File: config.mk
export PLATFORM = sky130hd
export DESIGN_NAME = config_fir_tap_sequencer
export DESIGN_NICKNAME = d
export VERILOG_FILES = /design/src/rtl/config_fir_pkg.sv /design/src/rtl/config_fir_bram.sv /design/src/rtl/config_fir_tap_sequencer.sv
export SDC_FILE = /design/constraint.sdc
export NUM_CORES = 1
export LEC_CHECK = 0
export CAP_MARGIN = 20
export CORE_MARGIN = 5
export CORE_UTILIZATION = 45
export DETAILED_ROUTE_END_ITERATION = 12
export HOLD_SLACK_MARGIN = 0.06
export PLACE_DENSITY_LB_ADDON = 0.1
export SYNTH_ARGS = -nofsm -noshare
export SYNTH_HDL_FRONTEND = slang
export SYNTH_HIERARCHICAL = 1
export SYNTH_SLANG_ARGS = --single-unit
File: constraint.sdc
create_clock -name clk -period 3.35 [get_ports clk]
set_input_delay 0.335 -clock clk [delete_from_list [all_inputs] [get_ports clk]]
set_output_delay 0.335 -clock clk [all_outputs]
set_load 0.05 [all_outputs]
File: src/rtl/config_fir_pkg.sv
// Shared definitions for the FIR tap sequencer slice.
// Holds the sequencer state type, the default FIR geometry (tap index width A
// and tap count T) and the bit positions inside the sticky error vector.
// No ports: this is a package imported by the sequencer and its testbench.
package config_fir_pkg;

  typedef enum logic [1:0] {
    S_UNPROG = 2'd0,
    S_FLUSH  = 2'd1,
    S_STREAM = 2'd2,
    S_RUN    = 2'd3
  } state_t;

  // Default FIR geometry; must match the configurable_fir instance.
  localparam int NUM_STAGES_LOG2_DEF  = 2;
  localparam int STAGE_DEPTH_LOG2_DEF = 2;
  localparam int A = NUM_STAGES_LOG2_DEF + STAGE_DEPTH_LOG2_DEF;
  localparam int T = 1 << A;

  // Sticky error flag positions in cfg_err.
  localparam int ERR_WR_DROP   = 0;
  localparam int ERR_APPLY_IGN = 1;
  localparam int ERR_TIMEOUT   = 2;
  localparam int ERR_W         = 3;

  // Tap count for an arbitrary stage geometry.
  function automatic int tap_count(input int stages_log2, input int depth_log2);
    return 1 << (stages_log2 + depth_log2);
  endfunction

endpackage

File: src/rtl/config_fir_bram.sv
// Shadow tap memory: one synchronous write port and one synchronous read
// port sharing a single clock, one cycle of read latency, read-old-data on a
// same-address collision. Contents are deliberately not reset.
// Ports:
//   clk      - clock
//   wr_en    - write strobe; wr_addr/wr_data captured on the rising edge
//   rd_en    - read strobe; rd_data holds mem[rd_addr] from the next cycle
//   rd_data  - registered read data, holds its value while rd_en is low
module config_fir_bram #(
  parameter int G_ADDR_WIDTH = 4,
  parameter int G_DATA_WIDTH = 16
) (
  input  logic                    clk,
  input  logic                    wr_en,
  input  logic [G_ADDR_WIDTH-1:0] wr_addr,
  input  logic [G_DATA_WIDTH-1:0] wr_data,
  input  logic                    rd_en,
  input  logic [G_ADDR_WIDTH-1:0] rd_addr,
  output logic [G_DATA_WIDTH-1:0] rd_data
);

  logic [G_DATA_WIDTH-1:0] mem_q [2**G_ADDR_WIDTH];
  logic [G_DATA_WIDTH-1:0] rd_data_q;

  // Plain RAM template without reset so it maps onto block RAM.
  always_ff @(posedge clk) begin
    if (wr_en) begin
      mem_q[wr_addr] <= wr_data;
    end
    if (rd_en) begin
      rd_data_q <= mem_q[rd_addr];
    end
  end

  assign rd_data = rd_data_q;

endmodule

File: src/rtl/config_fir_tap_sequencer.sv
// Programming controller in front of configurable_fir.
// Keeps a shadow copy of every FIR tap, and on cfg_apply flushes the FIR by
// holding fir_enable low, streams taps 0..T-1 over the tap handshake, then
// opens the upstream sample gate.
// Ports:
//   clk, reset_n           - clock, asynchronous active-low reset
//   cfg_wr_addr/data/valid - shadow tap write port (UNPROG and RUN only)
//   cfg_apply              - one-cycle request to reprogram the FIR
//   cfg_err_clear          - clears the sticky error flags
//   cfg_busy               - flushing or streaming
//   cfg_done               - one-cycle pulse after the last tap handshake
//   cfg_programmed         - FIR holds a complete tap set and is running
//   cfg_err                - sticky {timeout, apply ignored, write dropped}
//   fir_enable             - FIR enable, low while unprogrammed or flushing
//   fir_tap_din/_valid     - registered tap stream towards the FIR
//   fir_tap_din_ready      - tap stream ready from the FIR
//   fir_data_gate          - qualifies upstream din_valid, high only in RUN
module config_fir_tap_sequencer
  import config_fir_pkg::*;
#(
  parameter int G_NUM_STAGES_LOG2  = NUM_STAGES_LOG2_DEF,
  parameter int G_STAGE_DEPTH_LOG2 = STAGE_DEPTH_LOG2_DEF,
  parameter int G_TAP_WIDTH        = 16,
  parameter int G_FLUSH_CYCLES     = 2,
  parameter int G_TIMEOUT          = 1024
) (
  input  logic                                            clk,
  input  logic                                            reset_n,
  input  logic [G_NUM_STAGES_LOG2+G_STAGE_DEPTH_LOG2-1:0] cfg_wr_addr,
  input  logic [G_TAP_WIDTH-1:0]                          cfg_wr_data,
  input  logic                                            cfg_wr_valid,
  input  logic                                            cfg_apply,
  input  logic                                            cfg_err_clear,
  output logic                                            cfg_busy,
  output logic                                            cfg_done,
  output logic                                            cfg_programmed,
  output logic [ERR_W-1:0]                                cfg_err,
  output logic                                            fir_enable,
  output logic [G_TAP_WIDTH-1:0]                          fir_tap_din,
  output logic                                            fir_tap_din_valid,
  input  logic                                            fir_tap_din_ready,
  output logic                                            fir_data_gate
);

  localparam int AW   = G_NUM_STAGES_LOG2 + G_STAGE_DEPTH_LOG2;
  localparam int TN   = tap_count(G_NUM_STAGES_LOG2, G_STAGE_DEPTH_LOG2);
  localparam int TO_W = $clog2(G_TIMEOUT + 1);

  localparam logic [AW:0]      RD_END     = {1'b1, {AW{1'b0}}};
  localparam logic [AW-1:0]    TAP_LAST   = '1;
  localparam logic [3:0]       FLUSH_INIT = 4'(G_FLUSH_CYCLES - 1);
  localparam logic [TO_W-1:0]  TO_LAST    = TO_W'(G_TIMEOUT - 1);

  state_t                 state_q, state_d;
  logic [3:0]             flush_q, flush_d;
  logic [AW:0]            rd_idx_q, rd_idx_d;
  logic                   rd_pend_q, rd_pend_d;
  logic [AW-1:0]          tx_idx_q, tx_idx_d;
  logic                   out_valid_q, out_valid_d;
  logic [G_TAP_WIDTH-1:0] out_data_q, out_data_d;
  logic                   skid_valid_q, skid_valid_d;
  logic [G_TAP_WIDTH-1:0] skid_data_q, skid_data_d;
  logic [TO_W-1:0]        to_q, to_d;
  logic                   done_q, done_d;
  logic [ERR_W-1:0]       err_q, err_d;

  logic                   wr_en;
  logic                   rd_en;
  logic [AW-1:0]          rd_addr;
  logic [G_TAP_WIDTH-1:0] rd_data;
  logic [ERR_W-1:0]       err_set;
  logic                   handshake;
  logic                   stalled;
  logic                   out_free;
  logic [1:0]             occ;

  config_fir_bram #(
    .G_ADDR_WIDTH (AW),
    .G_DATA_WIDTH (G_TAP_WIDTH)
  ) u_shadow (
    .clk     (clk),
    .wr_en   (wr_en),
    .wr_addr (cfg_wr_addr),
    .wr_data (cfg_wr_data),
    .rd_en   (rd_en),
    .rd_addr (rd_addr),
    .rd_data (rd_data)
  );

  assign handshake = out_valid_q & fir_tap_din_ready;
  assign stalled   = out_valid_q & ~fir_tap_din_ready;
  assign out_free  = ~out_valid_q | handshake;

  // Taps held or in flight once this cycle's handshake leaves. A new read is
  // only issued when this is below two, so the returning word always finds
  // either the output register or the skid register free.
  assign occ = 2'(out_valid_q) + 2'(skid_valid_q) + 2'(rd_pend_q) - 2'(handshake);

  // Next-state logic: control FSM, tap prefetch pipeline and error flags.
  always_comb begin
    state_d      = state_q;
    flush_d      = flush_q;
    rd_idx_d     = rd_idx_q;
    rd_pend_d    = rd_pend_q;
    tx_idx_d     = tx_idx_q;
    out_valid_d  = out_valid_q;
    out_data_d   = out_data_q;
    skid_valid_d = skid_valid_q;
    skid_data_d  = skid_data_q;
    to_d         = to_q;
    done_d       = 1'b0;
    wr_en        = 1'b0;
    rd_en        = 1'b0;
    rd_addr      = rd_idx_q[AW-1:0];
    err_set      = '0;

    unique case (state_q)
      S_UNPROG, S_RUN: begin
        // A write issued together with apply lands well before the first
        // shadow read, so the stream always sees it.
        wr_en = cfg_wr_valid;
        if (cfg_apply) begin
          state_d = S_FLUSH;
          flush_d = FLUSH_INIT;
        end
      end

      S_FLUSH: begin
        err_set[ERR_WR_DROP]   = cfg_wr_valid;
        err_set[ERR_APPLY_IGN] = cfg_apply;
        if (flush_q == 4'd0) begin
          state_d      = S_STREAM;
          rd_en        = 1'b1;
          rd_addr      = '0;
          rd_idx_d     = (AW+1)'(1);
          rd_pend_d    = 1'b1;
          tx_idx_d     = '0;
          out_valid_d  = 1'b0;
          skid_valid_d = 1'b0;
          to_d         = '0;
        end else begin
          flush_d = flush_q - 4'd1;
        end
      end

      S_STREAM: begin
        err_set[ERR_WR_DROP]   = cfg_wr_valid;
        err_set[ERR_APPLY_IGN] = cfg_apply;

        // Refill the output register from the skid first so order is kept;
        // a returning read word goes wherever space is left.
        if (out_free) begin
          if (skid_valid_q) begin
            out_valid_d  = 1'b1;
            out_data_d   = skid_data_q;
            skid_valid_d = rd_pend_q;
            skid_data_d  = rd_data;
          end else if (rd_pend_q) begin
            out_valid_d  = 1'b1;
            out_data_d   = rd_data;
          end else begin
            out_valid_d  = 1'b0;
          end
        end else if (rd_pend_q) begin
          skid_valid_d = 1'b1;
          skid_data_d  = rd_data;
        end

        rd_pend_d = 1'b0;
        if ((occ < 2'd2) && (rd_idx_q != RD_END)) begin
          rd_en     = 1'b1;
          rd_idx_d  = rd_idx_q + 1'b1;
          rd_pend_d = 1'b1;
        end

        if (handshake) begin
          tx_idx_d = tx_idx_q + 1'b1;
          if (tx_idx_q == TAP_LAST) begin
            state_d     = S_RUN;
            done_d      = 1'b1;
            out_valid_d = 1'b0;
          end
        end

        // Stall watchdog: abort and leave the FIR disabled rather than
        // running it with a partial tap set.
        if (stalled) begin
          if (to_q == TO_LAST) begin
            err_set[ERR_TIMEOUT] = 1'b1;
            state_d      = S_UNPROG;
            out_valid_d  = 1'b0;
            skid_valid_d = 1'b0;
            rd_pend_d    = 1'b0;
            to_d         = '0;
          end else begin
            to_d = to_q + 1'b1;
          end
        end else begin
          to_d = '0;
        end
      end

      default: begin
        state_d = S_UNPROG;
      end
    endcase

    // A flag raised in the same cycle as a clear survives the clear.
    err_d = (cfg_err_clear ? '0 : err_q) | err_set;
  end

  // State register; reset puts every output back to zero immediately.
  always_ff @(posedge clk or negedge reset_n) begin
    if (!reset_n) begin
      state_q      <= S_UNPROG;
      flush_q      <= '0;
      rd_idx_q     <= '0;
      rd_pend_q    <= 1'b0;
      tx_idx_q     <= '0;
      out_valid_q  <= 1'b0;
      out_data_q   <= '0;
      skid_valid_q <= 1'b0;
      skid_data_q  <= '0;
      to_q         <= '0;
      done_q       <= 1'b0;
      err_q        <= '0;
    end else begin
      state_q      <= state_d;
      flush_q      <= flush_d;
      rd_idx_q     <= rd_idx_d;
      rd_pend_q    <= rd_pend_d;
      tx_idx_q     <= tx_idx_d;
      out_valid_q  <= out_valid_d;
      out_data_q   <= out_data_d;
      skid_valid_q <= skid_valid_d;
      skid_data_q  <= skid_data_d;
      to_q         <= to_d;
      done_q       <= done_d;
      err_q        <= err_d;
    end
  end

  assign cfg_busy          = (state_q == S_FLUSH) || (state_q == S_STREAM);
  assign cfg_programmed    = (state_q == S_RUN);
  assign fir_enable        = (state_q == S_STREAM) || (state_q == S_RUN);
  assign fir_data_gate     = (state_q == S_RUN);
  assign cfg_done          = done_q;
  assign cfg_err           = err_q;
  assign fir_tap_din       = out_data_q;
  assign fir_tap_din_valid = out_valid_q;

endmodule

==> qor.yml <==
clock_network:
  post_cts_buffers: 0
  htreeDepth: 2
  clk_path_buf_depth: 3
  cts-root-buf: "clkbuf_16"
  numCtsBuffers: 37
  clock_latency_ns: 0.51
  cts_tree: "done"
  cts_num_sinks: 337
  clk_pin_slew_ns: 0.06
placed_design:
  gp_congestion: 0.742
  place_hpwl_um: 17200
  port-buffer-count: 50
worst_setup_path:
  crit_chain: "inv_1, ha_1, or2_2, clkdlybuf4s50_1"
  cp_max_fo: 17
  end_kind: "output pin"
  max_stage_delay_ns: 0.80
  rrSetupSlack_ns: 0.47
  worstPathArrival_ns: 2.59
  cp-startpoint: "state_q[0]"
  cp-start-kind: "flip-flop"
  cp.required_ns: 3.01
  crit_cells: 4
  reg2reg_to: "u_shadow/rd_data[8]"
  r2r-start: "state_q[1]"
  r2r_cells: 8
  critical-path-slowest-cell: "clkdlybuf4s50_1"
  cp_top_family: "buffers and inverters"
  worst-path-buf-inv: 2
  criticalPathCategory: "flip-flop to output pin"
  worstSetupEndpoint: "fir_enable"
layout:
  nets: 885
  layout_commonest_cell: "edfxtp_1"
  final_cell_mix: "272 x edfxtp_1, 65 x dfrtp_1, 54 x mux4_2"
  diodes: 0
  area_growth_pct: 16.6
  drive_gt1_frac: 0.190
  fill_cells: 2437
pwr:
  p_leak_nw: 5.36
  total_power_mw: 12.8
  peakVddDrop_uv: 534
  powerDensity_nw_per_um2: 815
detailed_routing:
  post-route-drc-count: 0
  avgViaCountPerCell: 5.64
  wl_um: 29000
  vias: 7142
  antenna_left: 0
  firstDrtPassIters: 4
  avgRoutedWirePerCell_um: 22.9
  drtIter0Drc: 414
timing:
  worstMarginPinSlew_ns: 0.984
  setup_viol: 0
  fin_crit_sh: 0.872
  max_freq_mhz: 342
  skew_ns: 0.0127
  rsz0062_at_grt: "no"
  maxSlewHeadroom: 0.344
  finalSetupTns_ns: 0
  hold_viol: 0
  timing.final.max_slew_violations: 0
  timing.final.crit_period_ns: 2.92
yosys:
  synthArstFlopShare: 0.193
  syn_area_um2: 13500
  yosysSeqAreaShare: 0.726
  synth-main-ff-cell: "edfxtp_1"
  ys_ff_latch: 337
  synth_edf_count: 272
  synth_cell_types: 54
  synth_nets: 798
  synth_warnings: 6
  syn_inst: 762
  synth_area_per_cell_um2: 17.7
global_route:
  grt_pass1_wl_um: 44300
  grt_overflow: 0
  antenna_found_initial: 0
  track_usage: 0.175
  grt_max_degree: 66
  grt_pass1_vias: 7350
die:
  io_pins: 51
  dieArea_um2: 33600
  start_util: 0.455
  rows: 63
  coreArea_um2: 29600
  die_height_um: 183
  die_w_um: 183
worst_hold_path:
  hp-start: "cfg_err_clear"
  worstHoldPathType: "input pin to flip-flop"
status:
  status: "finished, final reports clean"
flow_run:
  drv_cap: 0
## worst reg2reg max path, cell delays in order, from the launching register on
cell and delay, ns:
dfrtp_1 0.41, inv_1 0.09, ha_1 0.30, and4bb_1 0.52
and2b_1 0.28, nor2b_1 0.62, buf_4 0.34, a22oi_1 0.10
nand2_1 0.09
## registers in the layout, indices dropped and copies added (netlist names), 2 cells and up
signal            count
state_q               2
cfg_err               3
skid_data_q          16
tx_idx_q              4
fir_tap_din          16
flush_q               4
to_q                 11
u_shadow/mem_q      256
rd_idx_q              5
u_shadow/rd_data     16
## Yosys cell counts, types with 3 or more instances
master | instances | area share
buf_6 | 6 | 0.0050
nand2b_1 | 7 | 0.0032
buf_4 | 5 | 0.0028
buf_2 | 4 | 0.0015
edfxtp_1 | 272 | 0.61
mux4_1 | 10 | 0.019
mux4_2 | 54 | 0.090
or3_1 | 3 | 0.0014
a22o_1 | 3 | 0.0019
and2b_1 | 3 | 0.0017
mux2i_1 | 18 | 0.013
nor2b_1 | 4 | 0.0019
clkbuf_1 | 13 | 0.0036
nand4_1 | 4 | 0.0019
nand3_1 | 16 | 0.0059
and3_1 | 4 | 0.0019
nor2_1 | 54 | 0.015
a22oi_1 | 32 | 0.018
nand2_1 | 42 | 0.012
buf_1 | 5 | 0.0014
dfrtp_1 | 65 | 0.12
a31oi_1 | 5 | 0.0023
mux2_2 | 17 | 0.014
a21oi_1 | 27 | 0.010
ha_1 | 10 | 0.0093
and2_1 | 5 | 0.0023
nor3_1 | 6 | 0.0022
inv_1 | 14 | 0.0039
o21ai_0 | 22 | 0.0082
o31ai_1 | 3 | 0.0017
## final cells by class
class,instances,area [µm²],share of cell area
sequential,337,9790,0.622
tap,390,488,0.0310
multi-input combinational,377,3490,0.222
clock inverter,16,80.1,0.00509
clock buffer,51,1040,0.0662
inverter,14,52.6,0.00334
timing repair buffer,82,788,0.0501
## per-stage QoR
| step | cells | utilization | hold slack (ns) | cell area, µm² | setup slack (ns) |
|---|---|---|---|---|---|
| global placement | 1199 | 0.493 | 0.467 | 14600 | 0.460 |
| detailed placement | 1199 | 0.493 | 0.496 | 14600 | 0.432 |
| global route | 1267 | 0.531 | 0.463 | 15700 | 0.264 |
| finish | 1267 | 0.531 | 0.466 | 15700 | 0.429 |
| floorplan | 762 | - | 0.0394 | 13500 | 0.00195 |
| CTS | 1267 | 0.531 | 0.444 | 15700 | 0.399 |
## layer usage
layer / part of all wire / GRT usage
met4: 0.020 / 0.0444
met1: 0.41 / 0.229
met3: 0.047 / 0.0280
met5: 0 / 0
met2: 0.52 / 0.307
## logic make-up after synthesis
logic type	Yosys count	share of synthesized area
compound gates	105	0.0514
buf+inv	48	0.0185
simple gates	160	0.0563
flops	337	0.726
fa+ha+maj	10	0.00927
xor+xnor	3	0.00195
mux	99	0.137
## power by group
| group | leakage, nW | switching [mW] | internal, mW |
|---|---|---|---|
| Sequential | 3.25 | 0.278 | 5.06 |
| Clock | 0.546 | 1.55 | 2.17 |
| Combinational | 1.56 | 2.11 | 1.66 |
| Total | 5.36 | 3.94 | 8.89 |
## worst min path at each step
stage	endpoint	slack (ns)	cells after the start
3_3_place_gp	cfg_err[2]	0.47	1
2_1_floorplan	cfg_done	0.04	0
6_report	cfg_err[2]	0.47	3
3_5_place_dp	skid_data_q[14]	0.50	1
4_1_cts	cfg_err[2]	0.44	3
5_1_grt	cfg_err[2]	0.46	3
## repair_timing
action | 4_1_cts | 5_1_grt
hold buffers | 1 | 0
gates resized for setup | 0 | 0
endpoints found under the setup margin | 0 | 0
endpoints found under the hold margin | 46 | 0
(Power assumes the default switching activity.)
